**src/rtl/imem_program_loader_pkg.sv**
```systemverilog
// Shared definitions for the instruction-memory program loader.
//   WORD_W          : width of one instruction word
//   BYTES_PER_WORD  : number of stream bytes that make up one word
//   BYTE_CNT_W      : width of the byte-within-word counter
//   state_t         : loader FSM states
package imem_program_loader_pkg;

    localparam int WORD_W         = 32;
    localparam int BYTES_PER_WORD = 4;
    localparam int BYTE_CNT_W     = $clog2(BYTES_PER_WORD);

    typedef enum logic [1:0] {
        IDLE  = 2'd0,
        RECV  = 2'd1,
        WRITE = 2'd2,
        DONE  = 2'd3
    } state_t;

endpackage

```
**src/rtl/imem_program_loader_byte_to_word_packer.sv**
```systemverilog
// Collects program bytes into big-endian 32-bit instruction words.
// Ports:
//   clk, reset     : clock and asynchronous active-high reset
//   clear          : restarts word assembly at byte 0 (new load)
//   byte_en        : a byte is accepted this cycle
//   in_data        : the accepted byte
//   word           : assembly register; byte k lands in bits [31-8k:24-8k]
//   word_complete  : combinational, the byte accepted this cycle finishes a word
//   word_valid     : registered one-cycle pulse while a finished word is presented
module byte_to_word_packer
    import imem_program_loader_pkg::*;
(
    input  logic              clk,
    input  logic              reset,
    input  logic              clear,
    input  logic              byte_en,
    input  logic [7:0]        in_data,
    output logic [WORD_W-1:0] word,
    output logic              word_complete,
    output logic              word_valid
);

    localparam logic [BYTE_CNT_W-1:0] LAST_BYTE = BYTE_CNT_W'(BYTES_PER_WORD - 1);

    logic [BYTE_CNT_W-1:0] byte_cnt;

    assign word_complete = byte_en && (byte_cnt == LAST_BYTE);

    // The word register is written in place, one byte lane per acceptance,
    // so it only changes when a byte is actually taken from the stream.
    // The byte counter wraps naturally after the last byte of a word.
    always_ff @(posedge clk or posedge reset) begin
        if (reset) begin
            byte_cnt   <= '0;
            word       <= '0;
            word_valid <= 1'b0;
        end else if (clear) begin
            byte_cnt   <= '0;
            word_valid <= 1'b0;
        end else begin
            word_valid <= word_complete;
            if (byte_en) begin
                word[WORD_W - 8 - 8 * int'(byte_cnt) +: 8] <= in_data;
                byte_cnt <= byte_cnt + 1'b1;
            end
        end
    end

endmodule

```
**src/rtl/imem_program_loader.sv**
```systemverilog
// Loads a program from a byte stream into instruction memory while holding
// the processor in reset, then releases it.
// Ports:
//   clk, reset          : clock and asynchronous active-high reset
//   start, num_words    : begin a load of num_words words (1..2**ADDR_W)
//   in_valid, in_data   : program byte stream, big-endian within a word
//   in_ready            : loader accepts a byte this cycle
//   im_we/im_addr/im_wdata : instruction-memory write port
//   cpu_hold            : processor held in reset while high
//   busy, done, err     : status flags
//   checksum            : XOR of all words written in the current load
module imem_program_loader
    import imem_program_loader_pkg::*;
#(
    parameter int ADDR_W = 8
) (
    input  logic              clk,
    input  logic              reset,
    input  logic              start,
    input  logic [ADDR_W:0]   num_words,
    input  logic              in_valid,
    input  logic [7:0]        in_data,
    output logic              in_ready,
    output logic              im_we,
    output logic [ADDR_W-1:0] im_addr,
    output logic [WORD_W-1:0] im_wdata,
    output logic              cpu_hold,
    output logic              busy,
    output logic              done,
    output logic              err,
    output logic [WORD_W-1:0] checksum
);

    localparam logic [ADDR_W:0] MAX_WORDS = {1'b1, {ADDR_W{1'b0}}};

    state_t            state;
    logic [ADDR_W:0]   word_cnt;
    logic [ADDR_W:0]   word_cnt_next;
    logic [ADDR_W:0]   num_latched;
    logic              byte_en;
    logic              start_ok;
    logic              start_accept;
    logic              word_complete;
    logic              word_valid;
    logic [WORD_W-1:0] word;

    assign byte_en       = in_valid && in_ready;
    assign start_ok      = (num_words != '0) && (num_words <= MAX_WORDS);
    assign start_accept  = start && start_ok && ((state == IDLE) || (state == DONE));
    assign word_cnt_next = word_cnt + 1'b1;
    assign im_wdata      = word;

    byte_to_word_packer u_packer (
        .clk           (clk),
        .reset         (reset),
        .clear         (start_accept),
        .byte_en       (byte_en),
        .in_data       (in_data),
        .word          (word),
        .word_complete (word_complete),
        .word_valid    (word_valid)
    );

    // All status outputs are registered alongside the state so they always
    // describe the state being entered on each edge.
    always_ff @(posedge clk or posedge reset) begin
        if (reset) begin
            state       <= IDLE;
            word_cnt    <= '0;
            num_latched <= '0;
            in_ready    <= 1'b0;
            im_we       <= 1'b0;
            im_addr     <= '0;
            cpu_hold    <= 1'b1;
            busy        <= 1'b0;
            done        <= 1'b0;
            err         <= 1'b0;
            checksum    <= '0;
        end else begin
            case (state)
                // A finished load accepts a new start exactly like idle does;
                // an out-of-range count drops back to idle with err latched.
                IDLE, DONE: begin
                    if (start) begin
                        if (start_ok) begin
                            state       <= RECV;
                            word_cnt    <= '0;
                            num_latched <= num_words;
                            checksum    <= '0;
                            err         <= 1'b0;
                            in_ready    <= 1'b1;
                            busy        <= 1'b1;
                            done        <= 1'b0;
                            cpu_hold    <= 1'b1;
                        end else begin
                            state    <= IDLE;
                            err      <= 1'b1;
                            in_ready <= 1'b0;
                            busy     <= 1'b0;
                            done     <= 1'b0;
                            cpu_hold <= 1'b1;
                        end
                    end
                end
                RECV: begin
                    if (word_complete) begin
                        state    <= WRITE;
                        in_ready <= 1'b0;
                        im_we    <= 1'b1;
                        im_addr  <= word_cnt[ADDR_W-1:0];
                    end
                end
                // word_valid is high for the whole single WRITE cycle; the
                // counter is one bit wider than the address so a full-depth
                // load can be recognised without wrapping.
                WRITE: begin
                    im_we    <= 1'b0;
                    word_cnt <= word_cnt_next;
                    if (word_valid) begin
                        checksum <= checksum ^ word;
                    end
                    if (word_cnt_next == num_latched) begin
                        state    <= DONE;
                        busy     <= 1'b0;
                        done     <= 1'b1;
                        cpu_hold <= 1'b0;
                    end else begin
                        state    <= RECV;
                        in_ready <= 1'b1;
                    end
                end
                default: begin
                    state <= IDLE;
                end
            endcase
        end
    end

endmodule

```
**config.mk**
```make
export PLATFORM = sky130hd
export DESIGN_NAME = imem_program_loader
export DESIGN_NICKNAME = d
export VERILOG_FILES = /design/src/rtl/imem_program_loader_pkg.sv /design/src/rtl/imem_program_loader_byte_to_word_packer.sv /design/src/rtl/imem_program_loader.sv
export SDC_FILE = /design/constraint.sdc
export NUM_CORES = 1
export LEC_CHECK = 0
export ABC_CLOCK_PERIOD_IN_PS = 2200
export CAP_MARGIN = 0
export CORE_ASPECT_RATIO = 2
export CORE_MARGIN = 3
export CORE_UTILIZATION = 45
export CTS_CLUSTER_DIAMETER = 80
export DETAILED_ROUTE_END_ITERATION = 12
export GPL_TIMING_DRIVEN = 0
export HOLD_SLACK_MARGIN = 0.05
export PLACE_DENSITY = 0.74
export SYNTH_ARGS = -nofsm -noshare
export SYNTH_HDL_FRONTEND = slang
export SYNTH_HIERARCHICAL = 1
export SYNTH_SLANG_ARGS = --single-unit
```
**constraint.sdc**
```tcl
create_clock -name clk -period 2.2 [get_ports clk]
set_input_delay 0.66 -clock clk [delete_from_list [all_inputs] [get_ports clk]]
set_output_delay 0.66 -clock clk [all_outputs]
set_load 0.02 [all_outputs]
```
; ---- After elaboration in Yosys (flattened, before gate mapping)
; Cells that the tools add are included.
[word_totals]
ff_bits = 101
out_inout_bits = 78
[classes]
add_sub_neg = 4
order_cmp = 1
n_eq_ne = 11
shifts = 2
muxes = 31
bitwise = 2
reduce_logical = 22
[op_table]
columns = cell, count
row1 = $mux W32, 3
row2 = $pmux W32 S2, 1
row3 = $neg A32 Y33, 1
row4 = $shift A8 B33 Y32 const A, 1
row5 = $shiftx A8 B33 Y32, 1
row6 = $bwmux W32, 1
row7 = $xor A32 B32 Y32, 1
row8 = $mux W9, 2
row9 = $pmux W9 S2, 1
row10 = $mux W1, 12
row11 = $reduce_and A3 Y1, 4
row12 = $mux W2, 5
row13 = $reduce_and A2 Y1, 5
row14 = $add A9 B1 Y9 const B, 1
row15 = $eq A9 B9 Y1, 1
row16 = $le A9 B9 Y1 const B, 1
row17 = $reduce_bool A9 Y1, 1
row18 = $ne A2 B2 Y1 const B, 4
row19 = $pmux W1 S2, 4
row20 = $eq A2 B2 Y1 const B, 3
row21 = $pmux W2 S3, 1
row22 = $reduce_bool A2 Y1, 3
row23 = $sub A5 B5 Y6 const A, 1
row24 = $logic_and A1 B1 Y1, 5
row25 = 9 further kinds, 10

; ---- Longest topological paths before layout
; Gate-level depths: netlist of run 1.
[depth]
depth_word = 6
mapped_depth = 10
ltp_nobuf = 8

; ---- Cells and area by module
; Netlist of run 1, hierarchy kept.
[by_module_without_submodules]
columns = mod, instances, cells_each, area_per_inst_um2
row1 = imem_program_loader, 1, 322, 3313.2
row2 = byte_to_word_packer, 1, 159, 1726.7

; ---- Worst setup path after synthesis of run 1
; OpenSTA, ideal clock, no wires.
[synth_path]
path_kind = input to register
start = in num_words[5]
end = reg u_packer.word[0]
t_arrival_ns = 2.725
setup_slack_ns = -0.664
stages = 9
path_buffers = 3
path_cell_list = or4_4 > o21a_1 > or2_2 > nor2_2 > buf_4 > nand2b_1 > clkbuf_1 > buf_2 > o32ai_1
[synth_between]
elab_chain_cells = 6
elab_cells_between_ends = 7
cone_classes = order compare (1) / bitwise (1) / reduce/logical (5)
[synth_rtl]
columns = item, line_no
row1 = from (decl), imem_program_loader.sv:20  ; input logic [ADDR_W:0] num_words,
row2 = $le A9 B9 Y1 or $reduce_bool A9 Y1 (tied branches), imem_program_loader.sv:48  ; assign start_ok = (num_words != '0) && (num_words <= MAX_WORDS);
row3 = $logic_and A1 B1 Y1 (*), imem_program_loader.sv:48
row4 = $logic_and A1 B1 Y1 (*) (2 in series), imem_program_loader.sv:49  ; assign start_accept = start && start_ok && ((state == IDLE) || (state == DONE));
row5 = named net start_accept, imem_program_loader.sv:42  ; logic start_accept;
row6 = $not A1 Y1 (no line) (*), n/a
row7 = $reduce_and A2 Y1 (no line) (*), n/a
row8 = "to (signal, indexed assignment)", imem_program_loader_byte_to_word_packer.sv:43  ; word[WORD_W - 8 - 8 * int'(byte_cnt) +: 8] <= in_data;
row9 = to (decl), imem_program_loader_byte_to_word_packer.sv:18  ; output logic [WORD_W-1:0] word,
; Mark *: on every way through the listed nets, which the timed path passes. The rest lies on a longest branch.
; A chain may end at the register's enable or synchronous reset.

; ---- Worst setup path after layout of run 1
[layout_path]
start = in num_words[0]
end = reg u_packer.word[29]
; The elaborated chain is that of the path after synthesis.

==> results of run 1 <==
metal layers:
metal	GRT usage [%]	routed length [um]	share of wire, %	vias to the layer above
met4	14.83	745	4.9	0
met5	0	0	0	-
li1	-	-	-	1930
met2	45.15	8870	58	166
met1	24.94	5038	33	2099
met3	3.988	638	4.2	51
cells by family (layout without fill, tap and decap cells):
group                    count (synthesis)  after routing  synth area share [%]
flip-flops                             101            101                 50.17
AND/OR/NAND/NOR                        170            170                 18.40
XOR/XNOR                                42             42                 7.299
multiplexers                            25             25                 5.536
AO/OA/AOI/OAI                           68             68                 10.55
buffers and inverters                   67            211                 6.058
adder cells (fa/ha/maj)                  8              8                 1.986
worst paths after layout:
kind	startpoint	end	slack, ns	depth (start not counted)
max in group asynchronous	reset	word_cnt[0]$_DFFE_PP0P_	0.70	3
min reg2reg	cpu_hold$_DFFE_PP1P_	cpu_hold$_DFFE_PP1P_	0.50	1
min in group asynchronous	reset	u_packer/word[9]$_DFFE_PP0P_	0.66	2
max reg2reg	state[0]$_DFFE_PP0P_	checksum[5]$_DFFE_PP0P_	-0.04	10
max	num_words[0]	u_packer/word[29]$_DFFE_PP0P_	-0.25	9
min	cpu_hold$_DFFE_PP1P_	cpu_hold$_DFFE_PP1P_	0.50	1
critical path: cells and delay by family:
family / cells / cell delay, ns
mux: 1 / 0.30
compound gates: 1 / 0.23
simple gates: 4 / 1.12
buf+inv: 3 / 0.37
state kept, by name, indices dropped and copies added, names as in the netlist:
register,count
u_packer/byte_cnt,2
cpu_hold,1
checksum,32
state,2
err,1
in_ready,1
busy,1
word_cnt,9
u_packer/word_valid,1
done,1
num_latched,9
im_addr,8
u_packer/word,32
im_we,1
area by class of cell:
| type | instances | share of cell area, % |
|---|---|---|
| plain buffers | 23 | 3.271 |
| clock buffers | 11 | 3.271 |
| clock inverters | 5 | 0.5668 |
| inverters | 35 | 1.749 |
| multi-input cells | 313 | 36.49 |
| flip-flops and latches | 101 | 32.76 |
| well taps | 140 | 2.267 |
| repair buffers | 137 | 19.63 |
synthesized netlist by cell type (4+ instances only):
cell type    n
clkbuf_1    15
ha_1         8
nand2b_1     4
nand2_1     42
nor4b_1      4
inv_1       35
nor2b_1      4
buf_2       10
o32ai_2      4
nand3_1     39
a21oi_1     10
nor2_1      21
nor2_2      21
buf_6        4
and2_1       4
xor2_1      34
xnor2_1      8
and3b_1      4
o211ai_1     4
mux2_2      23
o21ai_0     14
o32ai_1     20
dfrtp_1    100
timing repair:
| item | CTS | global route |
|---|---|---|
| hold endpoints to repair | 0 | 0 |
| endpoints found under the setup margin | 91 | 96 |
| resized for setup | 100 | 42 |
| pin swaps | 42 | 25 |
| setup buffers | 25 | 7 |
| gates cloned | 3 | 3 |
power breakdown:
group          internal [mW]  leakage [nW]  switching [mW]
logic                   2.25          1.71            2.34
registers               2.48          1.30           0.660
clock network          0.842         0.140           0.725
==> results.md, run 1 <==
- Status: finished, violations left
- Failing checks: setup timing
- Setup crit end kind: register
- Worst hold path type: reg -> reg
- Cells after Synth: 481
- Drt total wl: 15290 um
- DR pass1 iterations: 5
- Post-route DRC: 0
- Layout cells sized above 1: 35.20%
- Area growth from synthesis to layout: 53.30%
- Antenna diodes: 0
- FMAX: 408.5 MHz
- Clock buffer count from CTS: 9
- Total grt overflow: 0
- Startpoint types: input port
- Final hold vios: 0
- Post-route ant nets: 0
- Max-Cap Viols: 0
- Critical Path Fanout Max: 8
- TritonCTS clock tree: yes
- Most frequent cells in the layout: dfrtp_1 (98), clkdlybuf4s50_1 (89), nand2_1 (38)
- Arr. time, crit path: 2.67 ns
- Clock skew: 0.01142 ns
- Initial Utilization: 46.04%
- Hpwl dp: 10320 um
- Mapped Area: 5040 um^2
- Tot Pwr: 9.292 mW
- Register area: between 2000 and 3000 um^2
- Clk_lat worst skew: around 0.35 ns
- Final Core Density: 70.59%
- Leak Pwr: 3.155 nW
- Final GP Congestion: roughly 0.83
- Row cnt: 54
- Hold-fix buffers, CTS: 0
- Top cell by count, worst path: buf_6
- Max Slew Vio Count: 0
- Fill cell count: 778
- Largest net degree at the start of global routing: 36
- Placed instance count: 720
- Most common cell after layout, fill and taps aside: dfrtp_1
- CTS H-tree depth: 3
- First-pass GRT wire length: about 23000 um
- Clock buffer depth: 2
- Vias in the first global route: between 4000 and 5000
- Worst path slowest cell: or4_4
- # IOs: 99
- Average size of a mapped cell: 10.48 um^2
- Clk slew on worst S/H paths: 0.07 ns
- Yosys reg bits: 101
- Setup-violating endpoint count in the final report: 81
- Critical path required time: around 2.4 ns
- DR WL/cell: between 15 and 20 um
- Die ar.: 12580 um^2
- RSZ-0062 raised after global routing: yes
- Fin area: 7726 um^2
- Async S/R FF share, synth: 100.0%
- Placed Instance Area: 6460 um^2
- Multi-input gate area: between 2000 and 3000 um^2
- Core Region: between 10000 and 15000 um^2
- Non-Filler Instances: 765
- Die X: 80.83 um
- Post-route setup slack: -0.2480 ns
- Final period util: 111.3%
- CTS root buf: clkbuf_16
- Worst Hold Slack: slightly below 0.5 ns
- Vias per inst: 5.550
- Ys Warns: 6
- Critical-path cell list: buf_6 -> or4_4 -> o21a_1 -> or2_4 -> nor2_4 -> buf_12 -> and3b_1 -> buf_6 -> mux2_4
- Total track usage: 24.55%
- Top post-synthesis cells by area: dfrtp_1 (50%), xor2_1 (5.9%), mux2_2 (5.1%)
- Post-synthesis sequential area ratio: 50.17%
- Fin crit period: 2.448 ns
- EDFF count, synth: 0
- Max_slew headroom: 47.31%
- Worst-margin pin slew: 0.7904 ns
- Vias: 4246
- Number of sinks on the clock net: 101
- Drt first-iter violations: around 280
- Initial antenna violation count: 0
- Dpl ws: -1.112 ns
- Worst vdd ir: 0.6063 mV
- Cell variety after synth: 52
- Die Span Y: about 160 um
- Nets: approximately 650
- Yosys top cell area share: 49.65%
- Syn nets: 510
- Top_reg_cell synth: dfrtp_1
- Crit-path max cell delay: 0.56 ns
- Worst Path Class, Setup: in -> reg
- Synth area leader: dfrtp_1
- Pwr dens: 1203 nW/um^2
- Setup TNS: -12.31 ns
- Number of port buffers: 98
Power figures use the tool's default switching activity.
==> inputs of run 2 (changes only) <==
--- a/config.mk
+++ b/config.mk
@@ -9,12 +9,12 @@
 export CAP_MARGIN = 0
 export CORE_ASPECT_RATIO = 2
 export CORE_MARGIN = 3
-export CORE_UTILIZATION = 45
+export CORE_UTILIZATION = 39
 export CTS_CLUSTER_DIAMETER = 80
 export DETAILED_ROUTE_END_ITERATION = 12
 export GPL_TIMING_DRIVEN = 0
 export HOLD_SLACK_MARGIN = 0.05
-export PLACE_DENSITY = 0.74
+export PLACE_DENSITY = 0.65
 export SYNTH_ARGS = -nofsm -noshare
 export SYNTH_HDL_FRONTEND = slang
 export SYNTH_HIERARCHICAL = 1
==> run 2 against run 1 <==
  * The flow still finishes with violations (setup timing)
  * Clock power barely moved
  * Sequential share of layout area rose by 0.57 points
  * Clock-buffer cell count fell by 1
  * Register-to-register slack got worse by 0.14 ns
  * Worst setup slack got worse by 0.052 ns
  * Combinational power barely moved
  * Die area rose by 14%
  * Sequential power barely moved
  * Power fell by 0.69%
  * Maximum frequency fell by 2.1%
==> results.md, run 2 (synthesis results as in run 1) <==
- Clk slew on worst S/H paths: 0.06 ns (about the same)
- Vias: 4147 (-2.3%)
- Top flop regs: checksum x32, u_packer/word x32
- RSZ-0062 raised after global routing: yes
- Pwr dens: 1214 nW/um^2 (+0.98%)
- Status: finished, violations left
- Core Region: 12630 um^2 (+15%)
- Total track usage: 20.37% (-4.2 points)
- Dpl ws: -1.117 ns (-0.005080 ns)
- Clock skew: 0.01605 ns (+0.004634 ns)
- Initial Utilization: 39.91% (-6.1 points)
- Layout cells sized above 1: 33.82% (-1.4 points)
- Total grt overflow: 0 (unchanged)
- Clock buffer count from CTS: 9 (unchanged)
- Leak Pwr: 3.115 nW (-1.3%)
- Top delay family on crit path: simple AND/OR/NAND/NOR gates
- Hold Path Sink: cpu_hold$_DFFE_PP1P_
- Worst hold path type: reg -> reg
- DR WL/cell: 19.56 um (-2.1%)
- Die ar.: 14410 um^2 (+14%)
- HP Start: cpu_hold$_DFFE_PP1P_
- Vias in the first global route: 4285 (-4.2%)
- Startpoint types: input port
- Clock buffer depth: 2 (unchanged)
- Drt total wl: 14960 um (-2.1%)
- Drt first-iter violations: 281 (+2.2%)
- Final GP Congestion: 0.8082 (-3.1%)
- Antenna diodes: 0 (unchanged)
- Fin area: 7599 um^2 (-1.7%)
- Die X: 86.38 um (+6.9%)
- Final Core Density: 60.18% (-10 points)
- Max_slew headroom: 46.57% (-0.74 points)
- Non-Filler Instances: 765 (unchanged)
- Post-route ant nets: 0 (unchanged)
- CTS H-tree depth: 3 (unchanged)
- Critical path required time: 2.42 ns (about the same)
- Crit-path max cell delay: 0.56 ns (about the same)
- Largest net degree at the start of global routing: 36 (unchanged)
- Top cell by count, worst path: buf_6
- Most common cell after layout, fill and taps aside: dfrtp_1
- Area growth from synthesis to layout: 50.77%
- Failing checks: setup timing
- Final hold vios: 0 (unchanged)
- Flop2flop setup slack: -0.18 ns (-0.14 ns)
- # IOs: 99 (unchanged)
- Critical-path cell list: buf_6 -> or4_4 -> o21a_1 -> or2_4 -> nor2_4 -> buf_12 -> and3b_1 -> buf_6 -> mux2_4
- Number of sinks on the clock net: 101 (unchanged)
- FF-to-FF End: checksum[2]$_DFFE_PP0P_
- Critical Path Fanout Max: 7 (-1)
- Max Slew Vio Count: 0 (unchanged)
- Fin crit period: 2.499 ns (+0.05150 ns)
- Worst vdd ir: 0.6175 mV (+1.9%)
- Worst-margin pin slew: 0.7998 ns (+0.009404 ns)
- FMAX: 400.1 MHz (-2.1%)
- Hpwl dp: 10590 um (+2.7%)
- Worst Hold Slack: 0.4968 ns (+0.0008070 ns)
- Most frequent cells in the layout: dfrtp_1 (97), clkdlybuf4s50_1 (90), nand2_1 (40)
- Crit path buf inv count: 3 (unchanged)
- Setup-violating endpoint count in the final report: 84 (+3.7%)
- TritonCTS clock tree: yes
- R2r worst-path depth: 10 (unchanged)
- Placed Instance Area: 6472 um^2 (+0.19%)
- Die Span Y: 166.8 um (+7.1%)
- Number of port buffers: 98 (unchanged)
- Row cnt: 58 (+7.4%)
- Placed instance count: 730 (+1.4%)
- Final period util: 113.6% (+2.3 points)
- Worst Path Class, Setup: in -> reg
- Hold Crit Depth: 1 (unchanged)
- Worst path slowest cell: or4_4
- Initial antenna violation count: 0 (unchanged)
- Nets: 640 (-1.4%)
- Vias per inst: 5.421 (-2.3%)
- Reg2Reg Launch Point: state[0]$_DFFE_PP0P_
- Arr. time, crit path: 2.72 ns (+0.05 ns)
- First-pass GRT wire length: 22700 um (-2.6%)
- Max-Cap Viols: 0 (unchanged)
- DR pass1 iterations: 5 (unchanged)
- CTS root buf: clkbuf_16
- Setup crit end kind: register
- Post-route setup slack: -0.2995 ns (-0.05150 ns)
- Post-route DRC: 0 (unchanged)
- Clk_lat worst skew: 0.35 ns (about the same)
-- run 2: cell types whose count changed in the layout (fill, tap and decap cells not counted), moves of 4 or more --
cell,previous run,this run
buf_6,14,18
inv_6,0,4
mux2_2,18,8
buf_12,14,9
buf_4,16,7
mux2_4,5,15
-- run 2: per-stage QoR --
| stage | setup TNS, ns | total power [mW] |
|---|---|---|
| 6_report | -14.72 | 9.228 |
| 5_1_grt | -18.85 | 9.706 |
| 4_1_cts | -12.13 | 8.793 |
| 3_5_place_dp | -90.46 | 6.937 |
| 3_3_place_gp | -91.65 | 6.858 |
| 2_1_floorplan | -23.26 | 5.272 |
-- run 2: report_power, final --
part | internal, mW | switching (mW) | total (mW)
logic | 2.26 | 2.31 | 4.57
clock network | 0.807 | 0.728 | 1.54
registers | 2.48 | 0.639 | 3.12
-- run 2: final cells by class --
cell class | count | area, um^2
timing repair buffer | 127 | 1406
clock inverter | 5 | 40.04
tap | 150 | 187.7
inverter | 35 | 135.1
multi-input combinational | 313 | 2820
sequential | 101 | 2532
fill | 1068 | 5029
clock buffer | 10 | 239.0
buffer | 24 | 237.7
-- run 2: worst max path at each step --
stage	start	end	slack (ns)	cells after the start
after global placement	num_words[1]	u_packer/word[2]$_DFFE_PP0P_	-1.07	10
after floorplan	num_words[5]	u_packer/word[0]$_DFFE_PP0P_	-0.45	9
after global routing	num_words[4]	checksum[2]$_DFFE_PP0P_	-0.38	11
after CTS	num_words[6]	u_packer/word[25]$_DFFE_PP0P_	-0.23	9
after detailed placement	num_words[5]	u_packer/word[6]$_DFFE_PP0P_	-1.12	10
final	num_words[4]	u_packer/word[29]$_DFFE_PP0P_	-0.30	9
-- run 2: worst register-to-register path: cells and delay by family (launching register included) --
family,cells,cell delay [ns]
XOR/XNOR,1,0.14
adder cells (fa/ha/maj),1,0.50
buffers and inverters,4,0.50
AND/OR/NAND/NOR,3,0.45
flip-flops,1,0.36
AO/OA/AOI/OAI,1,0.36
-- run 2: metal layers --
layer	wire, um	vias up	track usage [%]
met5	0	-	0
met4	421	0	8.616
met3	482	24	3.317
met2	9077	105	40.06
met1	4982	2110	19.83
li1	-	1908	-
-- run 2: timing repair --
item	4_1_cts	5_1_grt
endpoints found under the setup margin	91	94
pin swaps	24	31
hold buffers	0	0
cloned	3	2
gates resized for setup	66	72
buffers inserted	18	7
==> inputs of run 3 (changes only) <==
--- a/config.mk
+++ b/config.mk
@@ -5,7 +5,6 @@
 export SDC_FILE = /design/constraint.sdc
 export NUM_CORES = 1
 export LEC_CHECK = 0
-export ABC_CLOCK_PERIOD_IN_PS = 2200
 export CAP_MARGIN = 0
 export CORE_ASPECT_RATIO = 2
 export CORE_MARGIN = 3
@@ -15,6 +14,7 @@
 export GPL_TIMING_DRIVEN = 0
 export HOLD_SLACK_MARGIN = 0.05
 export PLACE_DENSITY = 0.65
+export SKIP_CTS_REPAIR_TIMING = 1
 export SYNTH_ARGS = -nofsm -noshare
 export SYNTH_HDL_FRONTEND = slang
 export SYNTH_HIERARCHICAL = 1
==> run 3 against run 2 <==
  * The flow still finishes with violations (setup timing)
  * Cell count rose by 0.92%
  * Sequential power barely moved
  * First-iteration DRC count fell by 18%
  * Worst setup slack got worse by 0.028 ns
  * Die area did not move
  * Non-clock buffer count rose by 7
  * Via count rose by 1.3%
  * Clock skew fell by 0.0026 ns
  * Clock power barely moved
  * Sequential share of layout area rose by 0.094 points
  * Largest cell class unchanged
  * Largest power group unchanged
  * Highest routed layer unchanged
==> results.md, run 3 (synthesis results as in run 1) <==
- Final GP Congestion: 0.8082 (unchanged)
- CTS H-tree depth: 3 (unchanged)
- Max Slew Vio Count: 0 (unchanged)
- DR WL/cell: 19.72 um (+0.82%)
- Critical-path cell list: buf_6 -> or4_4 -> o21a_1 -> or2_4 -> nor2_4 -> buf_12 -> and3b_1 -> buf_6 -> mux2_4
- Crit path buf inv count: 3 (unchanged)
- Clock buffer count from CTS: 9 (unchanged)
- Status: finished, violations left
- Net Sw Frac: 40.12% (+0.24 points)
- Critical Path Fanout Max: 8 (+1)
- Comb pwr share: 49.0% (-0.6 points)
- Startpoint types: input port
- Nets: 647 (+1.1%)
- Die X: 86.38 um (unchanged)
- Final hold vios: 0 (unchanged)
- Clock group share of total power: 16.8% (+0.2 points)
- Critical path required time: 2.44 ns (+0.02 ns)
- Area growth from synthesis to layout: 50.42%
- Number of sinks on the clock net: 101 (unchanged)
- Crit-path max cell delay: 0.57 ns (about the same)
- Initial antenna violation count: 0 (unchanged)
- Worst-margin pin slew: 0.7780 ns (-0.02177 ns)
- Drt total wl: 15230 um (+1.7%)
- Internal Pwr Total: 5.454 mW (-1.7%)
- Post-route DRC: 0 (unchanged)
- Dpl ws: -1.117 ns (unchanged)
- Clock skew: 0.01346 ns (-0.002591 ns)
- Tot Pwr: 9.110 mW (-1.3%)
- Fill cell count: 1082 (+1.3%)
- Most common cell after layout, fill and taps aside: dfrtp_1
- Arr. time, crit path: 2.77 ns (+0.05 ns)
- Post-route ant nets: 0 (unchanged)
- Worst Path Class, Setup: in -> reg
- Top cell by count, worst path: buf_6
- Fin crit period: 2.527 ns (+0.02780 ns)
- Max_slew headroom: 48.06% (+1.5 points)
- Die ar.: 14410 um^2 (unchanged)
- Final period util: 114.9% (+1.3 points)
- P_sw: 3.655 mW (-0.70%)
- # IOs: 99 (unchanged)
- Worst path slowest cell: or4_4
- Most frequent cells in the layout: dfrtp_1 (96), clkdlybuf4s50_1 (90), nand2_1 (38)
- Number of port buffers: 98 (unchanged)
- First-pass GRT wire length: 21940 um (-3.3%)
- Initial Utilization: 39.91% (unchanged)
- Largest net degree at the start of global routing: 36 (unchanged)
- Layout cells sized above 1: 35.69% (+1.9 points)
- Post-route setup slack: -0.3273 ns (-0.02780 ns)
- Worst vdd ir: 0.7291 mV (+18%)
- Drt first-iter violations: 231 (-18%)
- Met3 global-route usage: 2.921% (-0.40 points)
- Setup crit end kind: register
- Hpwl dp: 10590 um (unchanged)
- Top flop regs: checksum x32, u_packer/word x32
- Pwr dens: 1202 nW/um^2 (-1.1%)
- DR pass1 iterations: 7 (+2)
- Setup-violating endpoint count in the final report: 82 (-2.4%)
- Leak Pwr: 3.141 nW (+0.83%)
- Vias per inst: 5.442 (+0.38%)
- Clk_lat worst skew: 0.35 ns (about the same)
- Worst hold path type: reg -> reg
- Vias in the first global route: 4157 (-3.0%)
- Busiest grt layer: met2
- Die Span Y: 166.8 um (unchanged)
- Antenna diodes: 0 (unchanged)
- FMAX: 395.7 MHz (-1.1%)
- Top delay family on crit path: simple AND/OR/NAND/NOR gates
- Clk slew on worst S/H paths: 0.07 ns (about the same)
- Met2 Usage GRT: 38.13% (-1.9 points)
- Vias: 4201 (+1.3%)
- Core Region: 12630 um^2 (unchanged)
- Sequential power share: 34.2% (+0.4 points)
- GR Util met1: 19.21% (-0.61 points)
- RSZ-0062 raised after global routing: yes
- Total track usage: 19.64% (-0.73 points)
- Row cnt: 58 (unchanged)
- TritonCTS clock tree: yes
- Clock buffer depth: 2 (unchanged)
- Failing checks: setup timing
- CTS root buf: clkbuf_16
- Max-Cap Viols: 0 (unchanged)
- Total grt overflow: 0 (unchanged)
[run 3: cell count changes in the layout (fill, tap and decap cells not counted), sizes merged]
cell / previous run / this run
bufbuf: 1 / 0
clkdlybuf4s15: 2 / 0
dlymetal6s2s: 0 / 3
clkbuf: 20 / 27
[run 3: worst paths after layout]
kind                                                       start                            end  slack, ns  cells past startpoint
worst max-delay path                                num_words[3]  u_packer/word[25]$_DFFE_PP0P_      -0.33                      9
worst min-delay path                        cpu_hold$_DFFE_PP1P_           cpu_hold$_DFFE_PP1P_       0.50                      1
worst max register to register  u_packer/byte_cnt[0]$_DFFE_PP0P_  u_packer/word[24]$_DFFE_PP0P_      -0.14                      6
worst min register to register              cpu_hold$_DFFE_PP1P_           cpu_hold$_DFFE_PP1P_       0.50                      1
max in group asynchronous                                  reset        word_cnt[0]$_DFFE_PP0P_       0.72                      3
min in group asynchronous                                  reset       checksum[13]$_DFFE_PP0P_       0.85                      2
[run 3: cell type report]
cell class / instances / area, um^2 / share of cell area [%]
multi-input combinational: 313 / 2758 / 36.38
clock buffer: 10 / 239.0 / 3.152
clock inverter: 5 / 40.04 / 0.5281
timing repair buffer: 132 / 1411 / 18.62
sequential: 101 / 2534 / 33.42
tap: 150 / 187.7 / 2.476
buffer: 26 / 276.5 / 3.647
inverter: 35 / 135.1 / 1.782
[run 3: stage by stage]
step / utilization [%] / instances / hold slack [ns] / setup TNS [ns] / cell area (um^2)
floorplan: - / 481 / 0.4756 / -23.26 / 5284
global placement: 51.10 / 729 / 0.4790 / -91.65 / 6452
detailed placement: 51.26 / 730 / 0.4854 / -90.46 / 6472
CTS: 53.47 / 745 / 0.5045 / -50.99 / 6751
global route: 60.04 / 772 / 0.5278 / -20.78 / 7581
finish: 60.04 / 772 / 0.4974 / -15.67 / 7581
[run 3: power groups by stage]
stage | registers (mW) | logic, mW | clock network, mW
final | 3.12 | 4.46 | 1.53
after global placement | 3.12 | 3.74 | 0
after global routing | 3.20 | 4.74 | 1.63
after floorplan | 3.59 | 1.68 | 0
after detailed placement | 3.14 | 3.80 | 0
after CTS | 3.10 | 3.82 | 1.57
[run 3: per-layer routing]
layer / share of wire [%] / up-vias
met2: 61 / 119
met1: 33 / 2136
met4: 3.4 / 0
li1: - / 1921
met5: 0 / -
met3: 3.3 / 25
